**config.mk**
```make
export PLATFORM = sky130hd
export DESIGN_NAME = scp_mem_watch
export DESIGN_NICKNAME = d
export VERILOG_FILES = /design/src/rtl/scp_mem_watch.sv
export SDC_FILE = /design/constraint.sdc
export NUM_CORES = 1
export LEC_CHECK = 0
export ABC_CLOCK_PERIOD_IN_PS = 7580
export CAP_MARGIN = 5
export CORE_MARGIN = 10
export CORE_UTILIZATION = 51
export CTS_CLUSTER_SIZE = 8
export DETAILED_ROUTE_END_ITERATION = 8
export GPL_ROUTABILITY_DRIVEN = 0
export PLACE_DENSITY = 0.79
export SLEW_MARGIN = 15
export SYNTH_ARGS = -nofsm -noshare
export SYNTH_HDL_FRONTEND = slang
export SYNTH_SLANG_ARGS = --single-unit
```
**constraint.sdc**
```tcl
create_clock -name clk -period 7.58 [get_ports clk]
set_input_delay 1.516 -clock clk [delete_from_list [all_inputs] [get_ports clk]]
set_output_delay 1.516 -clock clk [all_outputs]
set_load 0.005 [all_outputs]
```
**src/rtl/scp_mem_watch.sv**
```systemverilog
// Data-memory watch unit: snoops processor writes against NUM_CH watch addresses
// and logs qualifying writes with a timestamp into a show-ahead event FIFO.
module scp_mem_watch #(
    parameter int ADDR_W = 32,
    parameter int DATA_W = 32,
    parameter int NUM_CH = 4,
    parameter int CNT_W  = 32,
    parameter int DEPTH  = 8,
    localparam int CH_W   = (NUM_CH > 1) ? $clog2(NUM_CH) : 1,
    localparam int CNT_FW = $clog2(DEPTH) + 1
) (
    input  logic                     clk,
    input  logic                     rst,
    input  logic                     enable,
    input  logic                     mode,
    input  logic [NUM_CH-1:0]        watch_en,
    input  logic [NUM_CH*ADDR_W-1:0] watch_addr,
    input  logic                     mem_we,
    input  logic [ADDR_W-1:0]        mem_addr,
    input  logic [DATA_W-1:0]        mem_wdata,
    output logic                     evt_valid,
    input  logic                     evt_ready,
    output logic [CH_W-1:0]          evt_ch,
    output logic [DATA_W-1:0]        evt_data,
    output logic [CNT_W-1:0]         evt_cycle,
    output logic [CNT_FW-1:0]        fifo_count,
    output logic [CNT_W-1:0]         cycle,
    output logic                     overflow,
    output logic [15:0]              drop_count,
    input  logic                     ovf_clr
);

    localparam int PTR_W = $clog2(DEPTH);

    logic [CNT_W-1:0]  r_cycle;
    logic [DATA_W-1:0] r_shadow [NUM_CH];
    logic [NUM_CH-1:0] w_hit;
    logic [NUM_CH-1:0] w_qual;
    logic              w_any;
    logic [CH_W-1:0]   w_sel;

    logic [CH_W-1:0]   r_fch   [DEPTH];
    logic [DATA_W-1:0] r_fdata [DEPTH];
    logic [CNT_W-1:0]  r_fcyc  [DEPTH];
    logic [PTR_W-1:0]  r_rd;
    logic [PTR_W-1:0]  r_wr;
    logic [CNT_FW-1:0] r_count;
    logic              r_overflow;
    logic [15:0]       r_drop;

    logic w_empty;
    logic w_full;
    logic w_pop;
    logic w_push;
    logic w_drop;

    always_comb begin
        w_hit  = '0;
        w_qual = '0;
        for (int unsigned c = 0; c < NUM_CH; c++) begin
            w_hit[c]  = mem_we & enable & watch_en[c] &
                        (mem_addr == watch_addr[c*ADDR_W +: ADDR_W]);
            w_qual[c] = w_hit[c] & (~mode | (mem_wdata != r_shadow[c]));
        end
    end

    // Descending scan so the lowest qualifying channel is the one that sticks.
    always_comb begin
        w_sel = '0;
        for (int unsigned c = NUM_CH; c > 0; c--) begin
            if (w_qual[c-1]) w_sel = CH_W'(c - 1);
        end
    end

    assign w_any   = |w_qual;
    assign w_empty = (r_count == '0);
    assign w_full  = (r_count == CNT_FW'(DEPTH));
    assign w_pop   = ~w_empty & evt_ready;
    assign w_push  = w_any & (~w_full | w_pop);
    assign w_drop  = w_any & w_full & ~w_pop;

    always_ff @(posedge clk or negedge rst) begin
        if (!rst) begin
            r_cycle <= '0;
            for (int unsigned c = 0; c < NUM_CH; c++) r_shadow[c] <= '0;
        end else begin
            r_cycle <= r_cycle + CNT_W'(1);
            for (int unsigned c = 0; c < NUM_CH; c++) begin
                if (w_hit[c]) r_shadow[c] <= mem_wdata;
            end
        end
    end

    always_ff @(posedge clk or negedge rst) begin
        if (!rst) begin
            r_rd    <= '0;
            r_wr    <= '0;
            r_count <= '0;
        end else begin
            if (w_push) r_wr <= r_wr + PTR_W'(1);
            if (w_pop)  r_rd <= r_rd + PTR_W'(1);
            if (w_push && !w_pop)      r_count <= r_count + CNT_FW'(1);
            else if (w_pop && !w_push) r_count <= r_count - CNT_FW'(1);
        end
    end

    // Storage needs no reset: reads of stale slots are masked while empty.
    always_ff @(posedge clk) begin
        if (w_push) begin
            r_fch[r_wr]   <= w_sel;
            r_fdata[r_wr] <= mem_wdata;
            r_fcyc[r_wr]  <= r_cycle;
        end
    end

    // A drop in the same cycle as a clear restarts the tally at one.
    always_ff @(posedge clk or negedge rst) begin
        if (!rst) begin
            r_overflow <= 1'b0;
            r_drop     <= '0;
        end else if (w_drop) begin
            r_overflow <= 1'b1;
            if (ovf_clr)               r_drop <= 16'd1;
            else if (r_drop != '1)     r_drop <= r_drop + 16'd1;
        end else if (ovf_clr) begin
            r_overflow <= 1'b0;
            r_drop     <= '0;
        end
    end

    assign evt_valid  = ~w_empty;
    assign evt_ch     = w_empty ? '0 : r_fch[r_rd];
    assign evt_data   = w_empty ? '0 : r_fdata[r_rd];
    assign evt_cycle  = w_empty ? '0 : r_fcyc[r_rd];
    assign fifo_count = r_count;
    assign cycle      = r_cycle;
    assign overflow   = r_overflow;
    assign drop_count = r_drop;

endmodule
```
==> impl_metrics.yaml, run 1 <==
detailed_routing:
  detailedRoute.firstIterationViolations: 1237
  post_route_wl_um: 76500
  viasPerCell: 5.79
  initial_drt_pass_iterations: 6
  post-route-drc-count: 0
  wire_per_inst_um: 25.7
  ant_nets: 0
  vias: 17225
clock_network:
  path_clk_slew_ns: 0.05
  hold_buffers: 0
  cts_buffers: 99
  cts_tree: "built"
  worstSkewPairLatency_ns: 0.63
  clkSinkCount: 715
  cts_post_setup_buffers_inserted: 0
  cts_repair_resize_count: 0
  clock_tree.buffer_depth: 3
  cts-root-buf: "sky130_fd_sc_hd__clkbuf_16"
  htree_levels: 3
global_route:
  met3_usage_pct: 4.93
  first_global_vias: 18424
  grt_pass1_wl_um: 115000
  grt-busiest-layer: "met2"
  globalRoute.totalOverflow: 0
  grt.total_usage_pct: 21.5
  grt_start_max_net_pins: 124
  grt.met2_usage_pct: 37.2
  grt.met1_usage_pct: 26.6
  grt_antenna_before_repair: 6
logic_synthesis:
  synth.top_cells.by_area: "sky130_fd_sc_hd__edfxtp_1 52%, sky130_fd_sc_hd__dfrtp_1 15%, sky130_fd_sc_hd__mux4_2 9.7%"
  synth_sequential_area_ratio_pct: 67.2
  post_synth_inst_count: 1773
  synth_top_area_cell: "sky130_fd_sc_hd__edfxtp_1"
  synth_top_area_share_pct: 51.9
  synth_most_common_cell: "sky130_fd_sc_hd__edfxtp_1"
  count_of_state_elements_after_synthesis: 715
  postSynthNetCount: 1984
  post_synth.cell_area_avg_um2: 17.2
  async_reset_ff_share_pct: 26.2
  yosysWarningCount: 0
  netlist_area_mm2: 0.0305
  synth-edff-count: 528
  commonest_cells_post_synth: "528 x sky130_fd_sc_hd__edfxtp_1, 237 x sky130_fd_sc_hd__xor2_1, 187 x sky130_fd_sc_hd__dfrtp_1"
  synth_flop_cell: "sky130_fd_sc_hd__edfxtp_1"
  synth.distinct_cells: 47
status:
  result_of_the_run: "finished clean"
setup_path:
  worst_path_largest_cell_delay_ns: 0.88
  crit_type: "input port to flip-flop"
  crit_fanout: 39
  timing.critical_path.slowest_stage_cell: "sky130_fd_sc_hd__and4b_4"
  cp.buffers_inverters: 2
  cpLargestDelayFamily: "simple AND/OR/NAND/NOR gates"
  start_kind: "input port"
  worstPathArrival_ns: 5.79
  critPathRequiredTime_ns: 7.87
  timing.critical_path.cells: "clkdlybuf4s50_1 -> xor2_1 -> nor4_1 -> nand4_1 -> or4_4 -> o2bb2ai_4 -> o21a_1 -> and4b_4 -> buf_4"
  critPathCaptureType: "flip-flop"
pwr:
  power.leakage_nw: 13.9
  vdd.ir_drop.worst_mv: 0.159
  pwr_density_cell_mw_per_mm2: 228
timing:
  final.setup_skew_ns: 0.0227
  setup_viol_count_final: 0
  period_share_pct: 72.6
  rsz0062_at_grt: "false"
  final_total_negative_setup_slack_ns: 0
  timing.slew.headroom_pct: 27.6
  postLayoutSetupSlackWorst_ns: 2.08
  number_of_slew_limit_violations_in_the_final_report: 0
  timing_hold_violations_final: 0
  finalCriticalPeriod_ns: 5.50
  worst-slew-pin-transition_ns: 1.09
  max_freq_mhz: 182
min_path:
  timing.hold.worst.class: "flip-flop to flip-flop"
placement:
  placement.io_buffers: 322
  post-dp-hpwl_um: 47400
  placed_area_mm2: 0.0347
  dp_slack_ns: 1.51
cells_and_area:
  postLayoutCellArea_mm2: 0.0376
  drive_above_1_share_pct: 19.0
  postLayoutCoreUtil_pct: 63.6
  layout-area-overhead-vs-synth_pct: 23.1
  finish.net_count: 2336
die:
  die_height_um: 265
  die_w_um: 265
  core_area_mm2: 0.0591
  num_io_pins: 323
  fp.dieArea_mm2: 0.0701
  std_cell_rows: 89
  floorplan.initialDensity_pct: 51.7
flow_run:
  cap_violations: 0
==> metal layers <==
metal,wire (um),vias to the layer above
met5,37,-
met4,1510,6
met3,5130,117
met2,39800,652
met1,30000,8928
li1,-,7522
==> kinds of logic (layout without fill, tap and decap cells) <==
family / Yosys count / after routing / share of synthesized area (%)
other cells: 0 / 3 / 0
compound gates: 37 / 37 / 0.848
mux: 330 / 330 / 16.8
fa+ha+maj: 8 / 8 / 0.352
buf+inv: 100 / 527 / 1.33
flops: 715 / 715 / 67.2
xor+xnor: 297 / 297 / 8.52
simple gates: 286 / 286 / 4.96
==> report_power, final <==
group / leakage (nW) / switching (mW) / internal, mW
logic: 4.60 / 0.158 / 0.143
registers: 7.91 / 0.00000166 / 4.19
clock network: 1.37 / 1.57 / 2.50
total: 13.9 / 1.72 / 6.83
==> placed cells by master (no fill, tap or decap), drive strengths merged, types with 61 or more instances in the layout <==
master and instances:
xor2 237, nor2 84, mux2 131, mux4 132, clkdlybuf4s50 321, edfxtp 528, dfrtp 187, clkbuf 171
mux2i 67, nor4 61
==> state kept, by name, summed over array words and instances, names as in the netlist <==
name	flops
r_rd	3
r_fch	16
r_wr	3
cycle	32
r_fcyc	256
r_fdata	256
fifo_count	4
overflow	1
r_shadow	128
drop_count	16
==> final cells by class <==
class | count | area (um^2)
antenna | 3 | 7.51
clock inverter | 6 | 88.8
tap | 773 | 967
inverter | 6 | 22.5
fill | 3960 | 21500
sequential | 715 | 20500
clock buffer | 170 | 2790
timing repair buffer | 345 | 3490
multi-input combinational | 958 | 9690
==> path summary, 6_finish.rpt <==
check                                    from        endpoint  slack, ns  cells after the start
worst max-delay path              mem_addr[8]  r_fdata[3][16]       2.08                      9
worst min-delay path              r_shadow[5]     r_shadow[5]       0.52                      1
worst max register to register  r_shadow[124]   fifo_count[3]       3.62                     14
worst min register to register    r_shadow[5]     r_shadow[5]       0.52                      1
max in group asynchronous                 rst         r_rd[1]       4.92                      2
min in group asynchronous                 rst     r_shadow[5]       1.03                      1
==> worst reg2reg max path: stages, from the launching register on <==
cell,delay [ns]
sky130_fd_sc_hd__dfrtp_1,0.39
sky130_fd_sc_hd__xor2_1,0.17
sky130_fd_sc_hd__nor4_1,0.41
sky130_fd_sc_hd__nand4_1,0.17
sky130_fd_sc_hd__nor4_1,0.69
sky130_fd_sc_hd__o2bb2ai_2,0.26
sky130_fd_sc_hd__o21a_1,0.41
sky130_fd_sc_hd__ha_1,0.30
sky130_fd_sc_hd__inv_1,0.11
sky130_fd_sc_hd__ha_1,0.24
sky130_fd_sc_hd__a21o_1,0.17
sky130_fd_sc_hd__a21oi_1,0.17
sky130_fd_sc_hd__xnor2_1,0.15
sky130_fd_sc_hd__nor2_1,0.07
sky130_fd_sc_hd__xor2_1,0.14
==> through the flow <==
stage,power [mW],hold slack (ns),instances
6_report,8.56,0.521,2976
5_1_grt,8.81,0.532,2976
4_1_cts,8.63,0.526,2973
3_5_place_dp,4.57,0.516,2797
3_3_place_gp,4.56,0.509,2797
2_1_floorplan,4.37,0.478,1773
(Power assumes the default switching activity.)
==> run 2, diff against run 1 <==
--- a/config.mk
+++ b/config.mk
@@ -5,14 +5,14 @@
 export SDC_FILE = /design/constraint.sdc
 export NUM_CORES = 1
 export LEC_CHECK = 0
-export ABC_CLOCK_PERIOD_IN_PS = 7580
+export ABC_CLOCK_PERIOD_IN_PS = 5440
 export CAP_MARGIN = 5
 export CORE_MARGIN = 10
-export CORE_UTILIZATION = 51
+export CORE_UTILIZATION = 57
 export CTS_CLUSTER_SIZE = 8
 export DETAILED_ROUTE_END_ITERATION = 8
 export GPL_ROUTABILITY_DRIVEN = 0
-export PLACE_DENSITY = 0.79
+export PLACE_DENSITY = 0.83
 export SLEW_MARGIN = 15
 export SYNTH_ARGS = -nofsm -noshare
 export SYNTH_HDL_FRONTEND = slang
==> constraint.sdc (replaced) <==
create_clock -name clk -period 5.44 [get_ports clk]
set_input_delay 1.088 -clock clk [delete_from_list [all_inputs] [get_ports clk]]
set_output_delay 1.088 -clock clk [all_outputs]
set_load 0.005 [all_outputs]
==> impl_metrics.yaml, run 2 (synthesis gave the netlist of run 1 again) <==
status:
  result_of_the_run: "finished clean"
clock_network:
  cts-root-buf: "sky130_fd_sc_hd__clkbuf_16"
  hold_buffers: 0
  cts_buffers: 99
  clkSinkCount: 715
  cts_post_setup_buffers_inserted: 0
  path_clk_slew_ns: 0.05
  worstSkewPairLatency_ns: 0.63
  cts_repair_resize_count: 0
  htree_levels: 3
  cts_tree: "built"
  clock_tree.buffer_depth: 3
setup_path:
  crit-reg2reg-launch: "r_shadow[124]"
  timing.critical_path.from: "mem_wdata[25]"
  timing.critical_path.cells: "clkdlybuf4s50_1 -> xor2_1 -> nor4_1 -> nand4_1 -> nor4_1 -> buf_4 -> o2bb2ai_2 -> o21a_1 -> ha_1 -> inv_1 -> ha_1 -> a21o_1 -> a21oi_1 -> xnor2_1 -> nor2_1 -> xor2_1"
  critPathRequiredTime_ns: 5.95
  worstPathArrival_ns: 5.20
  start_kind: "input port"
  timing.critical_path.slowest_stage_cell: "sky130_fd_sc_hd__clkdlybuf4s50_1"
  critPathCaptureType: "flip-flop"
  worst_path_largest_cell_delay_ns: 0.72
  crit_type: "input port to flip-flop"
  crit_fanout: 10
cells_and_area:
  sequential_standard_cell_area_mm2: 0.0205
  drive_above_1_share_pct: 20.8
  fillers: 3150
  multiInputGateArea_mm2: 0.00969
  final_cell_mix: "528 x sky130_fd_sc_hd__edfxtp_1, 321 x sky130_fd_sc_hd__clkdlybuf4s50_1, 237 x sky130_fd_sc_hd__xor2_1"
  postLayoutCoreUtil_pct: 71.8
  layout-area-overhead-vs-synth_pct: 24.1
  largestRegisters: "r_fcyc (256), r_fdata (256), r_shadow (128)"
  finish.net_count: 2388
  layout.cells.most_common: "sky130_fd_sc_hd__edfxtp_1"
detailed_routing:
  ant_nets: 0
  detailedRoute.firstIterationViolations: 1428
  vias: 17879
  post_route_wl_um: 81200
  wire_per_inst_um: 27.6
  initial_drt_pass_iterations: 5
  viasPerCell: 6.07
  post-route-drc-count: 0
pwr:
  power.leakage_nw: 14.1
  vdd.ir_drop.worst_mv: 0.245
  pwr_density_cell_mw_per_mm2: 314
placement:
  placement.io_buffers: 322
  post-dp-hpwl_um: 51400
timing:
  final_total_negative_setup_slack_ns: 0
  final.setup_skew_ns: 0.0201
  max_freq_mhz: 213
  number_of_slew_limit_violations_in_the_final_report: 0
  period_share_pct: 86.3
  finalCriticalPeriod_ns: 4.69
  rsz0062_at_grt: "false"
  timing.slew.headroom_pct: 35.8
  timing_hold_violations_final: 0
  worst-slew-pin-transition_ns: 0.963
  setup_viol_count_final: 0
global_route:
  grt_pass1_wl_um: 123000
  grt.total_usage_pct: 25.8
  first_global_vias: 19776
  grt_antenna_before_repair: 4
  globalRoute.totalOverflow: 0
  grt_start_max_net_pins: 97
die:
  fp.dieArea_mm2: 0.0632
  std_cell_rows: 84
  die_w_um: 251
  die_height_um: 251
  core_area_mm2: 0.0528
  num_io_pins: 323
  floorplan.initialDensity_pct: 57.9
min_path:
  timing.hold.worst.class: "flip-flop to flip-flop"
  min-delay-start: "r_shadow[16]"
flow_run:
  cap_violations: 0
run 2: critical path: cells and delay by family:
family | cells | cell delay (ns)
buffers and inverters | 3 | 1.01
adders and majority gates | 2 | 0.46
AOI/OAI and AO/OA | 4 | 0.65
xor gates and xnor gates | 3 | 0.58
and+or+nand+nor | 4 | 1.38
run 2: area by class of cell:
class,count,share of cell area [%]
Multi-Input combinational cell,958,25.6
Tap cell,688,2.27
Timing Repair Buffer,397,10.4
Clock buffer,174,7.39
Antenna cell,5,0.0330
Clock inverter,3,0.0660
Inverter,6,0.0594
Sequential cell,715,54.2
run 2: worst paths after layout:
check                                 to  slack, ns  depth (start not counted)
min                         r_shadow[16]       0.52                          1
min in group asynchronous   r_shadow[37]       0.58                          1
min reg2reg                 r_shadow[16]       0.52                          1
max reg2reg                fifo_count[3]       1.62                         15
max in group asynchronous        r_wr[1]       3.82                          2
max                        fifo_count[3]       0.75                         16
run 2: per-stage QoR:
stage / total power, mW / hold WS (ns) / area (um^2) / std cells / setup WS [ns]
finish: 11.9 / 0.521 / 37900 / 2946 / 0.748
detailed placement: 6.39 / 0.511 / 35100 / 2764 / 0.208
global placement: 6.39 / 0.508 / 35100 / 2764 / 0.252
CTS: 12.0 / 0.527 / 37900 / 2941 / 0.835
floorplan: 6.08 / 0.478 / 30600 / 1773 / 0.0416
global route: 12.2 / 0.531 / 37900 / 2945 / 0.628
run 2: report_power, final:
group	leakage [nW]	internal, mW	total (mW)	switching [mW]
combinational	4.88	0.217	0.457	0.240
clock	1.34	3.43	5.61	2.18
sequential	7.91	5.84	5.84	0.00000163
run 2: metal layers:
layer,global-route usage [%],up-vias,routed length (um)
met4,11.1,0,2970
met5,0,-,0
li1,-,7611,-
met2,44.3,831,41900
met3,5.30,176,5790
met1,31.4,9261,30500
